===== src/rtl/booth_pkg.sv =====
// booth_pkg: shared definitions for the Booth result collector.
// Holds the collector state encoding, the byte and product widths, the
// default FIFO depth and a helper that assembles the signed product.
package booth_pkg;

  localparam int BYTE_W        = 8;
  localparam int PROD_W        = 16;
  localparam int DEFAULT_DEPTH = 4;

  typedef enum logic [1:0] {
    WAIT_HI = 2'd0,
    WAIT_LO = 2'd1,
    HOLD    = 2'd2
  } state_t;

  // The multiplier emits the product high byte first, low byte second.
  function automatic logic [PROD_W-1:0] assemble(input logic [BYTE_W-1:0] hi,
                                                 input logic [BYTE_W-1:0] lo);
    return {hi, lo};
  endfunction

endpackage


===== src/rtl/booth_res_fifo.sv =====
// booth_res_fifo: small synchronous FIFO for assembled products.
// Ports:
//   clk, rst         clock, asynchronous active-high reset
//   push, push_data  write request and data (dropped when full without pop)
//   pop              read request (ignored when empty)
//   pop_data         head entry, reads zero when empty
//   cnt              occupancy 0..DEPTH
//   full, empty      occupancy flags
// DEPTH must be a power of two so the pointers wrap by plain overflow.
module booth_res_fifo #(
  parameter int DEPTH = 4,
  parameter int WIDTH = 16
) (
  input  logic                   clk,
  input  logic                   rst,
  input  logic                   push,
  input  logic [WIDTH-1:0]       push_data,
  input  logic                   pop,
  output logic [WIDTH-1:0]       pop_data,
  output logic [$clog2(DEPTH):0] cnt,
  output logic                   full,
  output logic                   empty
);

  localparam int AW = $clog2(DEPTH);
  localparam int CW = AW + 1;

  logic [WIDTH-1:0] mem [DEPTH];
  logic [AW-1:0]    wr_ptr_reg;
  logic [AW-1:0]    rd_ptr_reg;
  logic [CW-1:0]    cnt_reg;
  logic             do_push;
  logic             do_pop;

  assign empty = (cnt_reg == '0);
  assign full  = (cnt_reg == CW'(DEPTH));

  // A pop in the same cycle frees the slot, so a full FIFO still accepts.
  assign do_pop  = pop & ~empty;
  assign do_push = push & (~full | do_pop);

  always_ff @(posedge clk or posedge rst) begin
    if (rst) begin
      wr_ptr_reg <= '0;
      rd_ptr_reg <= '0;
      cnt_reg    <= '0;
    end else begin
      if (do_push) wr_ptr_reg <= wr_ptr_reg + 1'b1;
      if (do_pop)  rd_ptr_reg <= rd_ptr_reg + 1'b1;
      case ({do_push, do_pop})
        2'b10:   cnt_reg <= cnt_reg + 1'b1;
        2'b01:   cnt_reg <= cnt_reg - 1'b1;
        default: cnt_reg <= cnt_reg;
      endcase
    end
  end

  // Storage carries no reset; stale entries are unreachable once the
  // pointers and count are cleared.
  always_ff @(posedge clk) begin
    if (do_push) mem[wr_ptr_reg] <= push_data;
  end

  assign pop_data = empty ? '0 : mem[rd_ptr_reg];
  assign cnt      = cnt_reg;

endmodule


===== src/rtl/booth_result_collector.sv =====
// booth_result_collector: assembles the two product bytes streamed by a
// Booth multiplier into 16-bit signed products and queues them for a
// consumer.
// Ports:
//   clk, rst        clock, asynchronous active-high reset
//   obus, ob_vld    product byte and its one-cycle strobe (high byte first)
//   stop            multiplier done level; its fall re-arms the collector
//   prod, prod_vld  FIFO head and non-empty flag
//   prod_rdy        consumer accepts prod this cycle
//   cnt             FIFO occupancy
//   ovf             sticky: a product was dropped on a full FIFO
//   perr            sticky: byte strobe or stop seen out of sequence
module booth_result_collector
  import booth_pkg::*;
#(
  parameter int DEPTH = DEFAULT_DEPTH
) (
  input  logic                   clk,
  input  logic                   rst,
  input  logic [BYTE_W-1:0]      obus,
  input  logic                   ob_vld,
  input  logic                   stop,
  output logic [PROD_W-1:0]      prod,
  output logic                   prod_vld,
  input  logic                   prod_rdy,
  output logic [$clog2(DEPTH):0] cnt,
  output logic                   ovf,
  output logic                   perr
);

  state_t            state_reg, state_next;
  logic [BYTE_W-1:0] hi_reg, hi_next;
  logic              ovf_reg;
  logic              perr_reg;
  logic              push;
  logic              perr_set;
  logic              pop;
  logic              full;
  logic              empty;

  always_ff @(posedge clk or posedge rst) begin
    if (rst) begin
      state_reg <= WAIT_HI;
      hi_reg    <= '0;
      ovf_reg   <= 1'b0;
      perr_reg  <= 1'b0;
    end else begin
      state_reg <= state_next;
      hi_reg    <= hi_next;
      // A push is dropped only when full and nothing leaves this cycle.
      if (push && full && !pop) ovf_reg <= 1'b1;
      if (perr_set)             perr_reg <= 1'b1;
    end
  end

  always_comb begin
    state_next = state_reg;
    hi_next    = hi_reg;
    push       = 1'b0;
    perr_set   = 1'b0;
    case (state_reg)
      WAIT_HI: begin
        if (ob_vld) begin
          hi_next    = obus;
          state_next = WAIT_LO;
        end
      end
      WAIT_LO: begin
        if (ob_vld) begin
          push       = 1'b1;
          state_next = HOLD;
        end else if (!stop) begin
          // Multiplier restarted before the low byte arrived.
          hi_next    = '0;
          perr_set   = 1'b1;
          state_next = WAIT_HI;
        end
      end
      HOLD: begin
        if (ob_vld) perr_set = 1'b1;
        if (!stop)  state_next = WAIT_HI;
      end
      default: state_next = WAIT_HI;
    endcase
  end

  assign pop = prod_rdy & ~empty;

  booth_res_fifo #(
    .DEPTH (DEPTH),
    .WIDTH (PROD_W)
  ) u_fifo (
    .clk       (clk),
    .rst       (rst),
    .push      (push),
    .push_data (assemble(hi_reg, obus)),
    .pop       (pop),
    .pop_data  (prod),
    .cnt       (cnt),
    .full      (full),
    .empty     (empty)
  );

  assign prod_vld = ~empty;
  assign ovf      = ovf_reg;
  assign perr     = perr_reg;

endmodule


===== config.mk =====
export PLATFORM = sky130hd
export DESIGN_NAME = booth_result_collector
export DESIGN_NICKNAME = d
export VERILOG_FILES = /design/src/rtl/booth_pkg.sv /design/src/rtl/booth_res_fifo.sv /design/src/rtl/booth_result_collector.sv
export SDC_FILE = /design/constraint.sdc
export NUM_CORES = 1
export LEC_CHECK = 0
export CAP_MARGIN = 40
export CORE_ASPECT_RATIO = 0.9
export CORE_MARGIN = 5
export CORE_UTILIZATION = 50
export CTS_CLUSTER_SIZE = 14
export DETAILED_ROUTE_END_ITERATION = 8
export PLACE_DENSITY = 0.81
export SYNTH_ARGS = -nofsm -noshare
export SYNTH_HDL_FRONTEND = slang
export SYNTH_SLANG_ARGS = --single-unit

===== constraint.sdc =====
create_clock -name clk -period 6.12 [get_ports clk]
set_input_delay 0.918 -clock clk [delete_from_list [all_inputs] [get_ports clk]]
set_output_delay 0.918 -clock clk [all_outputs]
set_load 0.01 [all_outputs]

==> impl_metrics.ini <==
[power]
ir_worst_vdd_mv = 0.2573
p_per_area_nw_per_um2 = 470.3
cellLeakagePower_nw = 1.490

[cts]
clock_path_buffers = 2
cts_resized = 0
h-tree-depth = 3
ctsHoldBuffers = 0
cts_buffers = 9
clk_latency_ns = 0.35
cts_root_buf = clkbuf_8
postCtsSetupBuffers = 0
cts.sinks = 83
clkTransAtPathRegs_ns = 0.08
cts_tree = built

[sta]
max_slew_margin_pct = 44.80
fin_crit_sh_pct = 54.73
fin_ws_ns = 2.770
setup-violations-final = 0
clock_skew_ns = 0.009307
drv_slew = 0
grt_setup_unrepaired = false
setup_tns_ns = 0
period_minus_slack_ns = 3.350
worst_pin_slew_ns = 0.8280
max_freq_mhz = 298.5
hold_violations = 0

[layout]
fill_cells = 521
multi_input_area_sq_um = 998.5
nets = 263
drive_gt1_share_pct = 11.43
seqCellArea_sq_um = 2397
final_cell_area_sq_um = 4115
syn_to_final_growth_pct = 17.34
largest_register_ffs = 64
diodes = 0

[yosys]
synth.top_cells.by_count = edfxtp_1, and2_1, dfrtp_1
syn_area_per_cell_sq_um = 17.36
yosys.area.top_type = edfxtp_1
synth_top_cell_area_share_pct = 54.80
synth_area_sq_um = 3507
yosysWarnings = 0
yosys-top-cells-area = edfxtp_1, dfrtp_1, mux4_1
ys_dominant_reg_cell = edfxtp_1
yosysMostFrequentCell = edfxtp_1
ys_seq_area_share_pct = 68.36
ys_seq_elements = 83
synth_nets = 225
async_reset_ff_share_pct = 22.89
synth_cells = 202
yosysUniqueCellTypes = 38
synth-edff-count = 64

[placement]
gp_congestion = 0.8544
post-place-ws_ns = 2.756
hpwlAfterDp_microns = 3758
place_area_sq_um = 3916
port_buffers = 34

[setup_path]
critical_path.max_fanout = 10
crit_type = reg2out
cp-end-kind = output pin
reg2reg_slack_ns = 3.69
cp.arrival_ns = 2.43
critPathMaxStageDelay_ns = 0.68
worst_setup_path_start_kind = register
cp.required_ns = 5.20
worstPathCellList = buf_8, mux4_1, and2_1, clkdlybuf4s50_1
slowest_stage = dfrtp_1

[run_status]
status = finished clean

[drt]
drt_iter0_drc = 123
drcViolationCount = 0
wl_microns = 5567
drt-wirelength-per-cell_microns = 16.47
viasPerCell = 5.204
via_count = 1759
drtAntennaViolNets = 0
first_pass_iters = 4

[global_routing]
grt-ovfl-total = 0
grt_pass1_wl_microns = 9225
grt_pass1_vias = 1856
antenna_found_initial = 0
grt_max_degree = 20
grt.total_usage_pct = 13.94

[die]
coreArea_sq_um = 6930
dieArea_sq_um = 8792
ioPinCount = 35
initial_core_util_pct = 50.60
num_rows = 29
die_h_microns = 89.46
dieWidth_microns = 98.28

[job]
max_cap_viol_count = 0

[hold_path]
hp-class = reg2reg
metal layers:
metal  GRT usage (%)  wire, microns
met1           17.73           2545
met4           4.467             74
met3           5.070            272
met2           22.71           2675
met5               0              0
power by group:
| part | internal [mW] | switching, mW |
|---|---|---|
| Combinational | 0.404 | 0.293 |
| Clock | 0.191 | 0.191 |
| Sequential | 0.747 | 0.109 |
cell families (layout without fill, tap and decap cells):
group / after synthesis / in the layout / share of synthesized area [%]
mux: 18 / 18 / 11.74
simple gates: 45 / 45 / 7.314
compound gates: 19 / 19 / 4.139
buf+inv: 21 / 64 / 3.175
xor+xnor: 6 / 6 / 1.499
flops: 83 / 83 / 68.36
fa+ha+maj: 10 / 10 / 3.782
cells in the final DEF, fill, tap and decap left out, types with 2 or more instances in the layout:
cell | netlist | layout
o21ai_0 | 2 | 2
mux4_2 | 8 | 8
edfxtp_1 | 64 | 64
o2bb2ai_1 | 5 | 5
mux4_1 | 8 | 8
clkdlybuf4s50_1 | 0 | 34
dfrtp_1 | 19 | 19
a21oi_1 | 3 | 3
nor2_1 | 7 | 7
clkinv_4 | 0 | 2
and2_1 | 21 | 21
ha_1 | 9 | 9
inv_6 | 0 | 2
xor2_1 | 3 | 3
inv_1 | 13 | 13
nand2_1 | 8 | 8
nand3b_1 | 2 | 2
xnor2_1 | 3 | 3
a311oi_1 | 2 | 2
clkinv_2 | 0 | 2
clkbuf_8 | 0 | 9
path summary, 6_finish.rpt:
path,cells past startpoint,to,start
max in group asynchronous,2,u_fifo.rd_ptr_reg[1],rst
min reg2reg,1,perr,perr
max reg2reg,5,u_fifo.mem[1][9],state_reg[1]
min in group asynchronous,2,state_reg[1],rst
max,4,prod[1],u_fifo.rd_ptr_reg[0]
min,1,perr,perr
worst max-delay path: cells and delay by family (launching register included):
kind | cells | cell delay, ns
buffers and inverters | 2 | 0.69
DFF | 1 | 0.68
and+or+nand+nor | 1 | 0.17
muxes | 1 | 0.55
stage by stage:
step,utilization (%),hold WS (ns),instances,power (mW)
4_1_cts,59.38,0.4680,338,1.959
6_report,59.38,0.4641,338,1.935
3_3_place_gp,56.29,0.4444,321,1.540
2_1_floorplan,-,0.4758,202,1.296
3_5_place_dp,56.51,0.4475,322,1.575
5_1_grt,59.38,0.5018,338,2.063
layout make-up:
| class | instances | share of cell area (%) |
|---|---|---|
| Inverter | 13 | 1.186 |
| Multi-Input combinational cell | 98 | 24.26 |
| Timing Repair Buffer | 35 | 8.635 |
| Clock buffer | 9 | 3.010 |
| Clock inverter | 7 | 1.824 |
| Sequential cell | 83 | 58.25 |
| Tap cell | 93 | 2.828 |
No activity file was read; power rests on OpenSTA's default activity.
